**src/rtl/fdd_drive_mech.sv**
```systemverilog
// rtl/fdd_drive_mech.sv - floppy drive mechanics model: head stepper, spindle rotation, status lines
module fdd_drive_mech #(
   parameter int MAX_TRACK  = 81,
   parameter int ROT_MS     = 200,
   parameter int INDEX_MS   = 4,
   parameter int SPINUP_REV = 2
) (
   input  logic       clk,
   input  logic       MRn,
   input  logic       msclk,
   input  logic       STEPn,
   input  logic       SDIRn,
   input  logic       MOTORn,
   input  logic       disk_inserted,
   input  logic       disk_wp,
   output logic       TRK00n,
   output logic       INDEXn,
   output logic       READYn,
   output logic       WPROTn,
   output logic       DSKCHGn,
   output logic [6:0] head_track,
   output logic [7:0] rot_pos,
   output logic       step_done
);

   typedef enum logic {
      ROT_STOP = 1'b0,
      ROT_SPIN = 1'b1
   } rot_state_e;

   localparam logic [6:0] TRACK_MAX = 7'(MAX_TRACK);
   localparam logic [7:0] ROT_LAST  = 8'(ROT_MS - 1);
   localparam logic [7:0] INDEX_W   = 8'(INDEX_MS);
   localparam logic [7:0] REV_READY = 8'(SPINUP_REV);

   rot_state_e state_q, state_d;
   logic [6:0] track_q, track_d;
   logic [7:0] rot_q, rot_d;
   logic [7:0] rev_q, rev_d;
   logic       stepn_q;
   logic       disk_q;
   logic       dskchg_n_q, dskchg_n_d;
   logic       step_done_q, step_done_d;

   logic       step_ev;
   logic       ins_edge;

   // falling edge of STEPn against its registered copy; media edge against registered presence
   assign step_ev  = stepn_q & ~STEPn;
   assign ins_edge = disk_q ^ disk_inserted;

   // head positioner: move one cylinder per accepted step, clamped at both mechanical stops
   always_comb begin
      track_d     = track_q;
      step_done_d = step_ev;
      if (step_ev) begin
         if (SDIRn) begin
            if (track_q < TRACK_MAX) begin
               track_d = track_q + 7'd1;
            end
         end else if (track_q != 7'd0) begin
            track_d = track_q - 7'd1;
         end
      end
   end

   // disk-change latch: a media edge always wins over a step that would clear it
   always_comb begin
      dskchg_n_d = dskchg_n_q;
      if (ins_edge) begin
         dskchg_n_d = 1'b0;
      end else if (step_ev && disk_inserted) begin
         dskchg_n_d = 1'b1;
      end
   end

   // spindle: position advances only while spinning; spin-up count restarts whenever it stops
   always_comb begin
      state_d = (!MOTORn && disk_inserted) ? ROT_SPIN : ROT_STOP;
      rot_d   = rot_q;
      rev_d   = rev_q;
      if (state_d == ROT_SPIN && msclk) begin
         if (rot_q == ROT_LAST) begin
            rot_d = 8'd0;
            if (rev_q < REV_READY) begin
               rev_d = rev_q + 8'd1;
            end
         end else begin
            rot_d = rot_q + 8'd1;
         end
      end
      if (state_d == ROT_STOP) begin
         rev_d = 8'd0;
      end
   end

   // all state registers; reset parks the head at cylinder 0 with the spindle stopped
   always_ff @(posedge clk or negedge MRn) begin
      if (!MRn) begin
         state_q     <= ROT_STOP;
         track_q     <= 7'd0;
         rot_q       <= 8'd0;
         rev_q       <= 8'd0;
         stepn_q     <= 1'b1;
         disk_q      <= 1'b0;
         dskchg_n_q  <= 1'b0;
         step_done_q <= 1'b0;
      end else begin
         state_q     <= state_d;
         track_q     <= track_d;
         rot_q       <= rot_d;
         rev_q       <= rev_d;
         stepn_q     <= STEPn;
         disk_q      <= disk_inserted;
         dskchg_n_q  <= dskchg_n_d;
         step_done_q <= step_done_d;
      end
   end

   assign head_track = track_q;
   assign rot_pos    = rot_q;
   assign step_done  = step_done_q;
   assign DSKCHGn    = dskchg_n_q;
   assign TRK00n     = ~(track_q == 7'd0);
   assign WPROTn     = ~(disk_inserted & disk_wp);
   assign INDEXn     = ~(state_q == ROT_SPIN && rot_q < INDEX_W);
   assign READYn     = ~(state_q == ROT_SPIN && rev_q >= REV_READY);

endmodule

```
**config.mk**
```make
export PLATFORM = sky130hd
export DESIGN_NAME = fdd_drive_mech
export DESIGN_NICKNAME = d
export VERILOG_FILES = /design/src/rtl/fdd_drive_mech.sv
export SDC_FILE = /design/constraint.sdc
export NUM_CORES = 1
export LEC_CHECK = 0
export BUFFER_PORTS_ARGS = -buffer_cell sky130_fd_sc_hd__buf_2
export CAP_MARGIN = 20
export CORE_UTILIZATION = 48
export CTS_BUF_LIST = sky130_fd_sc_hd__clkbuf_4 sky130_fd_sc_hd__clkbuf_8 sky130_fd_sc_hd__clkbuf_16
export DETAILED_ROUTE_END_ITERATION = 8
export GPL_TIMING_DRIVEN = 0
export PLACE_DENSITY_LB_ADDON = 0.2
export SLEW_MARGIN = 20
export SYNTH_ARGS = -nofsm -noshare
export SYNTH_HDL_FRONTEND = slang
export SYNTH_SLANG_ARGS = --single-unit
```
**constraint.sdc**
```tcl
create_clock -name clk -period 2.2 [get_ports clk]
set_input_delay 0.11 -clock clk [delete_from_list [all_inputs] [get_ports clk]]
set_output_delay 0.11 -clock clk [all_outputs]
set_load 0.05 [all_outputs]
```
## Word level (Yosys, flattened, before mapping)

Cells that the tools add are included.

- Flip-flop bits (word level): 28
- Logic and storage cells: 52

- Equal/unequal tests: 5
- Bitwise logic cells: 8
- Order comparisons: 4
- Reductions and logical operators: 12
- Multiplexer cells: 11
- Add/sub/neg operators: 4

Operators with widths:

| kind | number |
|---|---|
| $mux 8 | 5 |
| $mux 7 | 3 |
| $add 8x1->8 const B | 2 |
| $eq 8x8->1 const B | 1 |
| $ge 8x2->1 const B | 1 |
| $lt 8x2->1 const B | 1 |
| $lt 8x3->1 const B | 1 |
| $ne 2x1->1 const B | 4 |
| $add 7x1->7 const B | 1 |
| $logic_not 7->1 | 1 |
| $lt 7x7->1 const B | 1 |
| $reduce_bool 7->1 | 1 |
| $sub 7x1->7 const B | 1 |
| $reduce_and 3->1 | 2 |
| $logic_and 1x1->1 | 5 |
| $not 1->1 | 5 |
| $reduce_bool 2->1 | 2 |
| $mux 1 | 3 |
| $and 1x1->1 | 2 |
| $logic_not 1->1 | 1 |
| $xor 1x1->1 | 1 |

## Longest topological paths before layout

- Depth after elaboration: 6
- Depth in mapped cells: 7
- Mapped depth without buffers: 7

## Worst setup path before layout

OpenSTA, ideal clock, no wires.

- Path type: flip-flop to flip-flop
- Start point: register track_q[1], in the netlist head_track[1]
- End point: register track_q[1], in the netlist head_track[1]
- Clock period less this slack: 2.555 ns
- Slack: -0.355 ns
- Arrival time: 2.430 ns
- Buffers on the path: 1
- Setup time: 0.125 ns
- Stages on the path, launching flop included: 6
- Cells stage by stage: dfrtp_1 or4_1 or4_4 o221a_1 buf_6 mux2_4

- Longest elaborated chain between the ends: 3
- Elaborated cells on any way between the ends: 10
- Classes of those cells: add/sub (2); order compare (1); eq/ne (1); mux (3); reduce/logical (3)

RTL lines:

| element | RTL line | source |
|---|---|---|
| from (decl) | 37 | `logic [6:0] track_q, track_d;` |
| from (signal assigned) | 110 | `track_q <= track_d;` |
| $lt 7x7->1, or another cell as far along | 58 | `if (track_q < TRACK_MAX) begin` |
| $ne 2x1->1 (no line), or another cell as far along | -- |  |
| $reduce_and 3->1 (no line) or $mux 7 (tied branches) | -- |  |

Parallel ways exist; a longest one is shown, timed or not. The select of a mux whose other input is x is not followed.
A chain may end at the register's enable or synchronous reset.

## Final worst setup path

- Start point: register track_q[1], in the netlist head_track[1]
- End point: register track_q[5], in the netlist head_track[5]

The elaborated chain is that of the path after synthesis.

==> results.sh <==
export IMPL_status="finished, final reports clean"
export IMPL_synth_compound_area_share_pct=7.590
export IMPL_critPathLaunch="head_track[1]"
export IMPL_synth_mux_area_share_pct=5.737
export IMPL_syn_num_nets=147
export IMPL_grtUsageTotal_pct=17.92
export IMPL_chipWidth_um=56.35
export IMPL_cts_buffers=3
export IMPL_yosys_area_share_simple_pct=18.89
export IMPL_vdd_drop_max_uv=903.9
export IMPL_rr_startpoint="head_track[1]"
export IMPL_dpl_cell_count=189
export IMPL_stdcell_count=199
export IMPL_synth_seq_cells=28
export IMPL_worst_ep_required_time_ns=2.42
export IMPL_drtAntennaViolNets=0
export IMPL_hp_class="in -> reg"
export IMPL_place_area_um2=1600
export IMPL_core_um2=2781
export IMPL_cp_max_fo=8
export IMPL_hold_slack_ns=0.08587
export IMPL_n_fill_cell=250
export IMPL_finalSetupViolCount=0
export IMPL_cts_root_buffer="clkbuf_4"
export IMPL_h_tree_depth=1
export IMPL_worst_setup_path_start_kind="flop"
export IMPL_yosys_area_top_type="dfrtp_1"
export IMPL_vias=1054
export IMPL_drt_iter0_drc=21
export IMPL_synthTopCellsByArea="dfrtp_1 48%, ha_1 7.1%, xnor2_1 4.3%"
export IMPL_yosysWarnings=0
export IMPL_tns_ns=0
export IMPL_grt_pass1_wl_um=4491
export IMPL_netlist_instances=130
export IMPL_grt_start_max_net_pins=29
export IMPL_critPathKind="reg -> reg"
export IMPL_io_buffer_count=28
export IMPL_ios=29
export IMPL_synthAdderAreaFrac_pct=8.473
export IMPL_gp_congestion=0.7490
export IMPL_postRouteWirelength_um=2459
export IMPL_rows=19
export IMPL_cp_arrival_ns=2.41
export IMPL_fin_crit_ns=2.184
export IMPL_drv_slew=0
export IMPL_drt_wirelength_per_cell_um=12.36
export IMPL_dp_hpwl_um=1875
export IMPL_routed_via_density=5.296
export IMPL_rrSetupSlack_ns=0.02
export IMPL_grt_overflow=0
export IMPL_synth_xor_area_share_pct=7.414
export IMPL_layout_nets=186
export IMPL_clk_latency_ns=0.32
export IMPL_dr_pass1_iters=4
export IMPL_cts_tree="done"
export IMPL_grt_pass1_vias=1035
export IMPL_hold_start="msclk"
export IMPL_ys_types=32
export IMPL_netlist_area_um2=1418
export IMPL_diodes=0
export IMPL_final_common_cell="buf_2"
export IMPL_post_route_drc_count=0
export IMPL_drive_gt1_share_pct=28.57
export IMPL_clockBufferDepth=2
export IMPL_fmax_mhz=457.9
export IMPL_timing_slew_headroom_pct=60.55
export IMPL_die_h_um=56.35
export IMPL_tightest_slew_ns=0.5918
export IMPL_rsz0062_at_grt="yes"
export IMPL_syn2layout_area_growth_pct=21.01
export IMPL_clock_sinks=28
export IMPL_p_per_area_nw_per_um2=1281
export IMPL_final_cell_mix="28 x buf_2, 24 x dfrtp_1, 16 x nor2_1, 8 x ha_1"
export IMPL_start_util_pct=50.97
export IMPL_die_area_um2=3175
export IMPL_power_leakage_uw=0.0008589
export IMPL_antenna_found_initial=0
export IMPL_cp_end_kind="flop"
export IMPL_clk_pin_slew_ns=0.15
export IMPL_seq_area_frac_synth_pct=49.51
export IMPL_design_area_um2=1715
export IMPL_hold_viol=0
export IMPL_post_route_period_util_pct=99.26
export IMPL_synth_top_family_by_area="simple AND/OR/NAND/NOR gates"
export IMPL_clock_skew_ns=0.005322
export IMPL_maxCapViolCount=0
export IMPL_syn_avg_cell_area_um2=10.90
export IMPL_synth_top_area_share_pct=47.66
-- critical path, stage by stage (launching register included) --
cell     delay [ns]
dfrtp_2        0.43
or4_4          0.53
or4_4          0.43
o221a_1        0.26
buf_6          0.14
mux2_4         0.29
-- state kept, by name (all words and copies together) (netlist names) --
| name | count |
|---|---|
| step_done | 1 |
| rot_pos | 8 |
| DSKCHGn | 1 |
| state_q | 1 |
| rev_q | 8 |
| stepn_q | 1 |
| head_track | 7 |
| disk_q | 1 |
-- logic make-up (layout without fill, tap and decap cells) --
family | count (synthesis) | after routing
XOR/XNOR | 12 | 12
adder cells (fa/ha/maj) | 9 | 9
multiplexers | 6 | 6
AND/OR/NAND/NOR | 52 | 52
flip-flops | 28 | 28
buffers and inverters | 7 | 45
AO/OA/AOI/OAI | 16 | 16
-- path summary, 6_finish.rpt --
kind | cells after the start | endpoint
worst max-delay path | 5 | head_track[5]
worst min-delay path | 3 | rot_pos[2]
worst max register to register | 5 | head_track[5]
worst min register to register | 1 | rev_q[6]
max in group asynchronous | 2 | head_track[1]
min in group asynchronous | 2 | rot_pos[7]
-- per-layer routing --
metal / up-vias / track usage (%) / part of all wire (%)
li1: 527 / - / -
met1: 506 / 21.62 / 46
met2: 19 / 31.29 / 50
met3: 2 / 3.456 / 3.3
met4: 0 / 7.317 / 0.85
met5: - / 0 / 0
-- layout make-up --
type / count / area [µm²] / area share, %
Tap cell: 31 / 38.79 / 2.261
Sequential cell: 28 / 705.7 / 41.14
Buffer: 1 / 11.26 / 0.6565
Clock buffer: 3 / 22.52 / 1.313
Clock inverter: 1 / 30.03 / 1.751
Timing Repair Buffer: 34 / 192.7 / 11.23
Multi-Input combinational cell: 95 / 691.9 / 40.34
Inverter: 6 / 22.52 / 1.313
-- cell usage after synthesis --
library cell  count
xnor2_1           7
buf_6             1
nand3b_1          1
o21ai_0           2
nand4_1           1
ha_1              8
a21oi_1           5
nor3_1            3
nor4b_1           1
o221a_1           1
a221oi_1          1
nand2_1           7
nand2b_1          2
dfstp_2           1
o211ai_1          3
mux2i_1           1
or4_1             2
xor2_1            5
a211oi_1          2
nor4_1            2
inv_1             6
dfrtp_1          27
and3_1            2
and2_1            5
fa_1              1
nand3_1           6
or4_4             1
a21o_1            2
mux2_2            1
mux2_4            4
nor2_1           16
nor2b_1           3
-- per-stage QoR --
step                util, %  total power [µW]  setup WS [ns]
floorplan                 -              1612        -0.2576
global placement      57.53              1819       -0.03106
detailed placement    57.53              1850       -0.03104
CTS                   61.18              2221      -0.002526
global route          61.67              2333       -0.02033
finish                61.67              2198        0.01622
-- power by group --
| group | internal (µW) | leakage, µW | total, µW | switching [µW] |
|---|---|---|---|---|
| registers | 629 | 0.000355 | 769 | 140 |
| clock network | 184 | 0.0000279 | 329 | 145 |
| logic | 407 | 0.000476 | 1100 | 693 |
| total | 1220 | 0.000859 | 2200 | 978 |
-- what timing repair did --
item                                    4_1_cts  5_1_grt
hold buffers                                  3        0
endpoints found under the setup margin        4        5
setup buffers                                 2        1
endpoints found under the hold margin        30        0
pin swaps                                     0        0
resized for setup                             1        1
No activity file was read; power rests on OpenSTA's default activity.
